===== src/rtl/im_boot_sched.sv =====
// Instruction-memory boot scheduler: loads a program into IM, hands the IM read port to fetch, halts on stop.
// Optional IM_BOOT_CHECKSUM_EN builds an additive checksum of the loaded words; otherwise checksum is tied to 0.
//
// state  | meaning
// IDLE   | after reset; core held in reset, waiting for start
// LOAD   | accepting loader words and writing them into IM
// RUN    | core released; IM address follows fetch_addr
// HALT   | stop seen; core held, counters frozen, start reloads
module im_boot_sched #(
   parameter int ADDR_W = 7,
   parameter int DEPTH  = 128,
   parameter int CNT_W  = 32
) (
   input  logic              clk,
   input  logic              rst,
   input  logic              start,
   input  logic              ld_valid,
   input  logic [31:0]       ld_data,
   input  logic              ld_last,
   output logic              ld_ready,
   input  logic [ADDR_W-1:0] fetch_addr,
   input  logic              stop_in,
   output logic [ADDR_W-1:0] im_addr,
   output logic [31:0]       im_din,
   output logic              im_we,
   output logic              core_run,
   output logic              halted,
   output logic [ADDR_W:0]   load_count,
   output logic              load_err,
   output logic [CNT_W-1:0]  run_cycles,
   output logic [31:0]       checksum
);

   typedef enum logic [1:0] {S_IDLE, S_LOAD, S_RUN, S_HALT} state_t;

   localparam logic [ADDR_W-1:0] LAST_PTR = ADDR_W'(DEPTH - 1);

   state_t            state_q, state_d;
   logic [ADDR_W-1:0] wr_ptr_q, wr_ptr_d;
   logic [ADDR_W-1:0] hold_addr_q, hold_addr_d;
   logic [ADDR_W:0]   load_count_q, load_count_d;
   logic              load_err_q, load_err_d;
   logic [CNT_W-1:0]  run_cycles_q, run_cycles_d;
   logic              core_run_q;
   logic              enter_load;

   always_ff @(posedge clk or negedge rst) begin
      if (!rst) begin
         state_q      <= S_IDLE;
         wr_ptr_q     <= '0;
         hold_addr_q  <= '0;
         load_count_q <= '0;
         load_err_q   <= 1'b0;
         run_cycles_q <= '0;
         core_run_q   <= 1'b0;
      end else begin
         state_q      <= state_d;
         wr_ptr_q     <= wr_ptr_d;
         hold_addr_q  <= hold_addr_d;
         load_count_q <= load_count_d;
         load_err_q   <= load_err_d;
         run_cycles_q <= run_cycles_d;
         // core_run comes straight off a flop so the fetch unit's reset never glitches
         core_run_q   <= (state_d == S_RUN);
      end
   end

   always_comb begin
      state_d      = state_q;
      wr_ptr_d     = wr_ptr_q;
      hold_addr_d  = hold_addr_q;
      load_count_d = load_count_q;
      load_err_d   = load_err_q;
      run_cycles_d = run_cycles_q;
      enter_load   = 1'b0;
      ld_ready     = 1'b0;
      im_we        = 1'b0;
      im_addr      = '0;
      im_din       = '0;
      case (state_q)
         S_IDLE: begin
            if (start) begin
               state_d    = S_LOAD;
               enter_load = 1'b1;
            end
         end
         S_LOAD: begin
            ld_ready = 1'b1;
            im_addr  = wr_ptr_q;
            im_din   = ld_data;
            im_we    = ld_valid;
            if (ld_valid) begin
               load_count_d = load_count_q + (ADDR_W+1)'(1);
               // pointer parks on the last word rather than wrapping
               if (ld_last || (wr_ptr_q == LAST_PTR)) begin
                  state_d    = S_RUN;
                  load_err_d = ~ld_last;
               end else begin
                  wr_ptr_d = wr_ptr_q + ADDR_W'(1);
               end
            end
         end
         S_RUN: begin
            im_addr     = fetch_addr;
            hold_addr_d = fetch_addr;
            if (run_cycles_q != '1) begin
               run_cycles_d = run_cycles_q + CNT_W'(1);
            end
            if (stop_in) begin
               state_d = S_HALT;
            end
         end
         S_HALT: begin
            im_addr = hold_addr_q;
            if (start) begin
               state_d    = S_LOAD;
               enter_load = 1'b1;
            end
         end
         default: state_d = S_IDLE;
      endcase
      if (enter_load) begin
         wr_ptr_d     = '0;
         load_count_d = '0;
         load_err_d   = 1'b0;
         run_cycles_d = '0;
      end
   end

`ifdef IM_BOOT_CHECKSUM_EN
   logic [31:0] checksum_q, checksum_d;
   logic        accept;

   always_comb begin
      accept     = (state_q == S_LOAD) && ld_valid;
      checksum_d = checksum_q;
      if (enter_load) begin
         checksum_d = '0;
      end else if (accept) begin
         checksum_d = checksum_q + ld_data;
      end
   end

   always_ff @(posedge clk or negedge rst) begin
      if (!rst) begin
         checksum_q <= '0;
      end else begin
         checksum_q <= checksum_d;
      end
   end

   assign checksum = checksum_q;
`else
   assign checksum = '0;
`endif

   assign core_run   = core_run_q;
   assign halted     = (state_q == S_HALT);
   assign load_count = load_count_q;
   assign load_err   = load_err_q;
   assign run_cycles = run_cycles_q;

endmodule

===== config.mk =====
export PLATFORM = sky130hd
export DESIGN_NAME = im_boot_sched
export DESIGN_NICKNAME = d
export VERILOG_FILES = /design/src/rtl/im_boot_sched.sv
export SDC_FILE = /design/constraint.sdc
export NUM_CORES = 1
export LEC_CHECK = 0
export BUFFER_PORTS_ARGS = -buffer_cell sky130_fd_sc_hd__clkbuf_2
export CAP_MARGIN = 20
export CORE_MARGIN = 2
export CORE_UTILIZATION = 45
export CTS_CLUSTER_DIAMETER = 80
export DETAILED_ROUTE_END_ITERATION = 16
export HOLD_SLACK_MARGIN = 0.06
export MAX_ROUTING_LAYER = met4
export PLACE_DENSITY = 0.87
export SYNTH_ARGS = -nofsm -noshare
export SYNTH_HDL_FRONTEND = slang
export SYNTH_SLANG_ARGS = --single-unit

===== constraint.sdc =====
create_clock -name clk -period 3 [get_ports clk]
set_clock_uncertainty 0.05 [all_clocks]
set_input_delay 0 -clock clk [delete_from_list [all_inputs] [get_ports clk]]
set_output_delay 0 -clock clk [all_outputs]
set_load 0.01 [all_outputs]

## After elaboration in Yosys (flattened, before gate mapping)

Cells that the tools add are included.

- Input port bits: 45
- Word-level logic and storage cells: 55
- Register bits after elaboration: 58
- Output and inout bits: 116

- Bitwise operators: 1
- Reductions and logical operators: 12
- Equal/unequal tests: 7
- Add/sub/neg operators: 3
- Mux-type cells: 25

Operators by type and width:

| cell | count |
|---|---|
| $mux 32 | 4 |
| $add 32x1->32 const B | 1 |
| $ne 32x32->1 const B | 1 |
| $mux 7 | 4 |
| $mux 8 | 3 |
| $pmux 7 s3 | 1 |
| $reduce_bool 2->1 | 5 |
| $add 8x1->8 const B | 1 |
| $mux 1 | 8 |
| $mux 2 | 4 |
| $add 7x1->7 const B | 1 |
| $eq 7x7->1 const B | 1 |
| $eq 2x2->1 const B | 3 |
| $pmux 2 s3 | 1 |
| $reduce_and 3->1 | 2 |
| $reduce_and 2->1 | 2 |
| $eq 2x1->1 const B | 1 |
| $logic_not 2->1 | 1 |
| $ne 2x2->1 const B | 1 |
| $reduce_or 2->1 | 1 |
| $logic_or 1x1->1 | 1 |
| $not 1->1 | 1 |

## Depth between registers and ports, before layout

- Depth after elaboration: 6
- Gate-level depth with buffers: 8
- Mapped depth without buffers: 8

## Worst setup path after synthesis

No wires, ideal clock.

- Kind: register to register
- From: register run_cycles_q[9] (netlist: run_cycles[9])
- To: register run_cycles_q[25] (netlist: run_cycles[25])
- Slack: 0.696 ns
- Clock period less this slack: 2.304 ns
- Data required time: 2.872 ns
- Stages on the path, launching flop included: 7
- Data arrival time: 2.176 ns
- Cells stage by stage: dfrtp_1 buf_4 nand4_2 or4_4 or4_4 or3_1 a21oi_1

- Longest elaborated chain between the ends: 4
- Elaborated cells on any way between the ends: 7

Ends and longest elaborated chain:

| element | line | text |
|---|---|---|
| start: declaration | 43 | `logic [CNT_W-1:0] run_cycles_q, run_cycles_d;` |
| start signal: assignment | 62 | `run_cycles_q <= run_cycles_d;` |
| $add 32x1->32 | 107 | `run_cycles_d = run_cycles_q + CNT_W'(1);` |
| $mux 32 | 106 | `if (run_cycles_q != '1) begin` |
| $mux 32 | 80 | `case (state_q)` |
| $mux 32 | 122 | `if (enter_load) begin` |

Several ways; a longest one is shown, not always the timed one. The select of a mux whose other input is x is not followed.
A chain may end at the register's enable or synchronous reset.

## Worst setup path after layout

- From: register run_cycles_q[0] (netlist: run_cycles[0])
- To: register run_cycles_q[30] (netlist: run_cycles[30])

Same word-level chain as after synthesis.

==> metrics.yaml <==
sta:
  hold_viol: 0
  final.min_clock_period_ns: 2.40
  slew_violations: 0
  rsz0062_at_grt: "false"
  hold_slack_ns: 0.0883
  slew_headroom: 0.474
  setup_viol: 0
  final.setup.tns_ns: 0
  tightestPinTransition_ns: 0.781
  max_freq_mhz: 416
  finalCritPeriodShare: 0.801
  setup_ws_ns: 0.596
clock_tree:
  post_cts_buffers: 0
  cts-root-buf: "clkbuf_8"
  ctsResizeCount: 0
  cts_max_level: 3
  clk_latency_ns: 0.34
  clkTransAtPathRegs_ns: 0.07
  cts_made_buffers: 9
  clock_sinks: 58
  cts_tree: "done"
  clockBufferDepth: 2
global_routing:
  antenna_found_initial: 0
  grt_use_total: 0.237
  grt_max_degree: 42
  gr-total-overflow: 0
  grt_first_pass_wirelength_microns: 15900
  grt_pass1_vias: 3322
drt:
  drc: 0
  vias_per_cell: 5.42
  drt-total-wl_microns: 9770
  antenna_left: 0
  drtIter0Drc: 334
  dr.pass1.iters: 5
  routedWlPerCell_microns: 15.4
  num_vias: 3448
setup_path:
  worstSetupStartpointType: "register"
  required_ns: 3.22
  end_kind: "register"
  critPathMaxFanout: 11
  worstPathArrival_ns: 2.62
  crit_type: "reg -> reg"
synthesis:
  synth_area_sq_um: 3550
  async_reset_ff_frac: 1.00
  synth_top_area_cell: "dfrtp_1"
  yosys-top-cells-count: "58 x dfrtp_1, 39 x nor2_1, 34 x and2_1"
  netlist_top_cells_area: "dfrtp_1 41%, buf_4 7.0%, and2_1 6.0%"
  postSynthCellCount: 392
  ys_ff_latch: 58
  ys.warnings.count: 0
  synthFlopType: "dfrtp_1"
  yosysMostFrequentCell: "dfrtp_1"
  synthDistinctLibCells: 44
  ys_seq_area_frac: 0.408
  synth.top_cell.area_share: 0.408
  postSynthAreaPerCell_sq_um: 9.06
  synth_edf_count: 0
cells_and_area:
  finalNonFillerCells: 636
  design_area_sq_um: 4460
  layout-drive-gt1-share: 0.313
  nNetsFinal: 584
  antenna_cells: 0
  area_growth_pct: 25.6
run:
  maxCapViolCount: 0
power:
  powerDensity_nw_per_um2: 655
  peakVddDrop_uv: 347
  p_leak_nw: 2.24
floorplanning:
  die_x_microns: 92.9
  core_region_area_sq_um: 7690
  io_pins: 161
  start_util: 0.462
  die_h_microns: 92.9
  num_rows: 32
  fp.dieArea_sq_um: 8620
placement:
  dpl.hpwl_microns: 6980
  dp_slack_ns: 0.633
  placed_area_sq_um: 4190
  placed_cells: 612
  numPortBuffers: 128
  gp_congestion: 0.883
min_path:
  hold_class: "in -> async"
run_status:
  outcome: "complete, no violations"
## path summary, 6_finish.rpt
path / startpoint / to / slack, ns / cells after the start
hold reg to reg: hold_addr_q[0]$_DFFE_PN0P_ / hold_addr_q[0]$_DFFE_PN0P_ / 0.46 / 1
setup / recovery: run_cycles[0]$_DFFE_PN0P_ / run_cycles[30]$_DFFE_PN0P_ / 0.60 / 6
min in group clk: start / wr_ptr_q[2]$_DFFE_PN0P_ / 0.10 / 3
max in group asynchronous: rst / load_count[0]$_DFFE_PN0P_ / 1.93 / 3
hold / removal: rst / run_cycles[6]$_DFFE_PN0P_ / 0.09 / 2
setup reg to reg: run_cycles[0]$_DFFE_PN0P_ / run_cycles[30]$_DFFE_PN0P_ / 0.60 / 6
## per-layer routing
metal | part of all wire | wire length [microns] | GRT usage
met5 | 0 | 0 | -
met2 | 0.50 | 4910 | 0.381
met4 | 0.032 | 316 | 0.109
met3 | 0.069 | 670 | 0.0488
met1 | 0.40 | 3880 | 0.287
## registers in the layout, summed over array words and instances, names as in the netlist
name	flops
core_run	1
hold_addr_q	7
load_count	8
load_err	1
run_cycles	32
state_q	2
wr_ptr_q	7
## cells in the final DEF, fill, tap and decap left out, drive strengths merged, types with 8 or more instances in the layout
cell type	netlist	layout
or3	11	11
clkbuf	14	138
a21oi	21	21
nand2	28	28
dlygate4sd3	0	10
xnor2	10	10
dfrtp	58	58
ha	8	8
o21ai	14	14
nor2	39	39
nand4	14	14
nand3	16	16
and2	34	34
xor2	12	12
conb	1	32
buf	35	8
## worst max-delay path, cell delays in order (launching register included)
cell,delay [ns]
dfrtp_1,0.39
ha_1,0.23
and4_1,0.29
and4bb_2,0.37
nand4_1,0.34
or4_1,0.51
a21oi_1,0.16
## cell type report
cell class,count,area [sq um]
clock inverter,4,45.0
inverter,7,26.3
fill,676,3220
multi-input combinational,309,1890
sequential,58,1450
timing repair buffer,146,801
clock buffer,10,128
tap,102,128
## repair_timing
item                                    in CTS  in global routing
endpoints found under the hold margin       28                  0
hold buffers                                10                  0
endpoints found under the setup margin       0                  0
## power breakdown
part           switching (mW)  total, mW  internal [mW]  leakage (nW)
registers              0.0955      0.983          0.887         0.786
clock network           0.301      0.671          0.370        0.0918
logic                   0.759       1.27          0.512          1.37
## cell families after synthesis
kind of cell,share of synthesized area
simple gates,0.258
compound gates,0.128
flops,0.408
buf+inv,0.0944
xor+xnor,0.0542
mux,0.0278
fa+ha+maj,0.0282
other cells,0.00106
## through the flow
step	power, mW	util
after CTS	2.91	0.581
final	2.93	0.581
after detailed placement	2.23	0.545
after global routing	3.10	0.581
after floorplan	1.79	-
after global placement	2.17	0.545
Note: power is estimated with default switching activity, not from simulation.
